**src/rtl/serial_subtractor.sv**
```systemverilog
// Bit-serial unsigned subtractor: one bit per cycle, LSB first, with a done pulse.
// Optional signed-overflow output enabled by defining SERIAL_SUB_OVF_EN.
module serial_subtractor #(
  parameter int WIDTH = 8
) (
  input  logic             clk,
  input  logic             rst_n,
  input  logic             start,
  input  logic [WIDTH-1:0] a,
  input  logic [WIDTH-1:0] b,
  output logic             ready,
  output logic             busy,
  output logic             done,
  output logic [WIDTH-1:0] diff,
  output logic             bout
`ifdef SERIAL_SUB_OVF_EN
  ,
  output logic             ovf
`endif
);

  localparam int CW = (WIDTH > 2) ? $clog2(WIDTH) : 1;
  localparam logic [CW-1:0] LAST = CW'(WIDTH - 1);

  typedef enum logic [1:0] {
    IDLE  = 2'd0,
    SHIFT = 2'd1,
    DONE  = 2'd2
  } state_t;

  state_t           state;
  logic [WIDTH-1:0] areg;
  logic [WIDTH-1:0] breg;
  logic             br;
  logic [CW-1:0]    cnt;
  logic             d;
  logic             br_next;

  always_comb begin
    d       = areg[0] ^ breg[0] ^ br;
    br_next = (~areg[0] & breg[0]) | (~(areg[0] ^ breg[0]) & br);
  end

  always_ff @(posedge clk or negedge rst_n) begin
    if (!rst_n) begin
      state <= IDLE;
      areg  <= '0;
      breg  <= '0;
      br    <= 1'b0;
      cnt   <= '0;
      diff  <= '0;
      bout  <= 1'b0;
      done  <= 1'b0;
      busy  <= 1'b0;
      ready <= 1'b1;
    end else begin
      case (state)
        IDLE: begin
          done <= 1'b0;
          if (start) begin
            areg  <= a;
            breg  <= b;
            br    <= 1'b0;
            cnt   <= '0;
            bout  <= 1'b0;
            ready <= 1'b0;
            busy  <= 1'b1;
            state <= SHIFT;
          end
        end
        SHIFT: begin
          // Result bits enter at the MSB so the LSB lands at bit 0 after WIDTH shifts.
          diff <= {d, diff[WIDTH-1:1]};
          areg <= areg >> 1;
          breg <= breg >> 1;
          br   <= br_next;
          cnt  <= cnt + 1'b1;
          if (cnt == LAST) begin
            bout  <= br_next;
            busy  <= 1'b0;
            done  <= 1'b1;
            state <= DONE;
          end
        end
        DONE: begin
          done  <= 1'b0;
          ready <= 1'b1;
          state <= IDLE;
        end
        default: begin
          done  <= 1'b0;
          busy  <= 1'b0;
          ready <= 1'b1;
          state <= IDLE;
        end
      endcase
    end
  end

`ifdef SERIAL_SUB_OVF_EN
  logic amsb;
  logic bmsb;

  // Operand sign bits are captured at start; the final d is the result sign bit.
  always_ff @(posedge clk or negedge rst_n) begin
    if (!rst_n) begin
      amsb <= 1'b0;
      bmsb <= 1'b0;
      ovf  <= 1'b0;
    end else begin
      if (state == IDLE && start) begin
        amsb <= a[WIDTH-1];
        bmsb <= b[WIDTH-1];
        ovf  <= 1'b0;
      end else if (state == SHIFT && cnt == LAST) begin
        ovf <= (amsb != bmsb) & (d != amsb);
      end
    end
  end
`endif

endmodule
```
**config.mk**
```make
export PLATFORM = sky130hd
export DESIGN_NAME = serial_subtractor
export DESIGN_NICKNAME = d
export VERILOG_FILES = /design/src/rtl/serial_subtractor.sv
export SDC_FILE = /design/constraint.sdc
export NUM_CORES = 1
export LEC_CHECK = 0
export ABC_AREA = 1
export CAP_MARGIN = 20
export CORE_MARGIN = 4
export CORE_UTILIZATION = 30
export DETAILED_ROUTE_END_ITERATION = 16
export PLACE_DENSITY = 0.62
export REMOVE_ABC_BUFFERS = 1
export SYNTH_ARGS = -nofsm -noshare
export SYNTH_HDL_FRONTEND = slang
export SYNTH_SLANG_ARGS = --single-unit
```
**constraint.sdc**
```tcl
create_clock -name clk -period 1.27 [get_ports clk]
set_input_delay 0.127 -clock clk [delete_from_list [all_inputs] [get_ports clk]]
set_output_delay 0.127 -clock clk [all_outputs]
set_load 0.1 [all_outputs]
```
==> impl_metrics.yaml <==
outcome:
  status: "finished clean"
global_routing:
  grt_pass1_wl_mm: 5.76
  grt_usage: 0.114
  grt_pass1_vias: 1286
  overflow: 0
  grt_max_degree: 35
  antenna_found_initial: 0
setup_path:
  critPathBufInv: 1
  crit_path_max_fanout: 2
  cp.required_ns: 1.14
  start_kind: "flip-flop"
  critical-path-top-delay-family: "flip-flops"
  crit_path_top_delay_cell: "dfstp_2"
  crit_type: "reg2out"
  arrival_ns: 1.03
  path_cells: "buf_12"
  slowest_delay_ns: 0.56
  endpoint_kind: "output port"
timing:
  relSlewSlack: 0.866
  hold_violations: 0
  grt_setup_unrepaired: "false"
  fin_tns_setup_ns: 0
  worst_pin_slew_ns: 0.201
  period_minus_slack_ns: 1.16
  maxSlewViolCount: 0
  post-route-period-util: 0.910
  fmax_mhz: 865
  finalSetupViolCount: 0
  final.setup_skew_ns: 0.00406
place:
  hpwl_mm: 2.37
  portBuffers: 30
  routabilityCongestion: 0.735
clocking:
  clk_pin_slew_ns: 0.07
  h-tree-depth: 2
  clockBufferDepth: 2
  root_buffer: "clkbuf_8"
  cts_made_buffers: 5
  clock_sinks: 34
  tritoncts: "yes"
  insertion_delay_ns: 0.29
die:
  initial_utilization: 0.315
  fp.dieH_um: 81.9
  ioPinCount: 31
  dieWidth_um: 81.9
  die_area_mm2: 0.00671
  rows: 26
  floorplan.core_area_mm2: 0.00520
route:
  vias_per_cell: 4.50
  wirelength_mm: 3.43
  drtIter0Drc: 80
  drc: 0
  firstDrtPassIters: 4
  drt.antenna.violating_nets: 0
  wl_per_cell_um: 11.3
  vias: 1364
yosys:
  syn-instance-count: 195
  yosysUniqueCellTypes: 17
  ys_seq_elements: 34
  yosysWarnings: 0
  synth_area_per_cell_um2: 8.41
  synth-seq-area-share: 0.519
  synth_area_mm2: 0.00164
power:
  p_clk_frac: 0.172
  power_density_mw_per_mm2: 2990
  p_leak_nw: 1.16
  combinationalPowerShare: 0.545
  switchingPower_mw: 3.13
  switching_share: 0.450
  ir_worst_vdd_v: 0.00134
  intPower_mw: 3.83
  power_frac_seq: 0.283
run:
  maxCapViolCount: 0
final_layout:
  drive_above_1_share: 0.159
  utilization: 0.447
  insertedDiodeCount: 0
  nNetsFinal: 254
  area_delta_synth_final_pct: 41.7
hold_path:
  hold_path.class: "in2async"
==> cell usage after synthesis, drive strengths merged <==
cell | instances | area, µm²
dfrtp | 33 | 826
o21ai | 9 | 45.0
a21oi | 1 | 5.00
fa | 1 | 20.0
inv | 25 | 93.8
ha | 2 | 25.0
nand3 | 35 | 175
buf | 10 | 61.3
nand2 | 58 | 240
nand3b | 12 | 90.1
dfstp | 1 | 26.3
nor2 | 8 | 32.5
==> metrics by stage <==
stage	cells	instance area, µm²	setup slack [ns]	power [mW]	hold WS, ns
after floorplan	185	1580	-0.121	4.33	-0.169
after global placement	294	2180	0.0607	5.74	0.466
after detailed placement	294	2180	0.0307	5.80	0.472
after CTS	302	2320	0.100	7.02	0.211
after global routing	303	2320	0.0177	7.44	0.216
final	303	2320	0.115	6.96	0.208
==> kinds of logic after synthesis <==
logic type	count (synthesis)	synth area share
and+or+nand+nor	113	0.328
buffers and inverters	35	0.0946
DFF	34	0.519
AOI/OAI and AO/OA	10	0.0305
adders and majority gates	3	0.0275
==> power groups by stage <==
stage	clock network [mW]	logic (mW)	registers (mW)
6_report	1.20	3.79	1.97
5_1_grt	1.27	4.13	2.04
4_1_cts	1.23	3.82	1.98
3_5_place_dp	0	3.82	1.98
3_3_place_gp	0	3.75	1.99
2_1_floorplan	0	1.28	3.06
==> per-layer routing <==
metal / routed length [µm] / global-route usage / up-vias
li1: - / - / 688
met1: 1680 / 0.151 / 642
met2: 1470 / 0.167 / 26
met3: 211 / 0.0351 / 8
met4: 69 / 0.0598 / 0
met5: 0 / 0 / -
==> final cells by class <==
type	count	area, µm²
Clock inverter	3	68.8
Tap cell	70	87.6
Clock buffer	5	68.8
Timing Repair Buffer	40	520
Sequential cell	34	852
Multi-Input combinational cell	126	633
Inverter	25	93.8
Fill cell	510	2880
==> sequential cells by signal (all words and copies together), names as in the netlist <==
register and flops:
state 2, busy 1, done 1, ready 1, bout 1, breg 8, areg 8, cnt 3
br 1, diff 8
==> final timing paths <==
check / slack [ns] / to / startpoint / depth (start not counted)
worst max-delay path: 0.11 / ready / ready / 1
worst min-delay path: 0.21 / diff[0] / rst_n / 2
worst max register to register: 0.13 / bout / state[1] / 6
worst min register to register: 0.50 / breg[6] / breg[6] / 2
max in group asynchronous: 0.82 / ready / rst_n / 2
min in group clk: 0.41 / areg[7] / a[7] / 3
==> repair_timing <==
item / in CTS / in global routing
endpoints found under the setup margin: 0 / 1
setup buffers: 0 / 1
hold buffers: 0 / 0
resized for setup: 0 / 1
==> layout by cell type, fill, tap and decap left out <==
cell type,instances
buf_12,14
clkdlybuf4s50_1,18
bufinv_16,2
clkinv_4,1
nand3b_1,12
nand3_1,35
clkbuf_8,5
nor2_2,1
nand2_4,3
fa_1,1
dfrtp_1,33
dfstp_2,1
nand2_1,55
a21oi_1,1
buf_4,8
nor2_1,7
inv_1,23
inv_2,2
o21ai_0,9
ha_1,2
(Power assumes the default switching activity.)
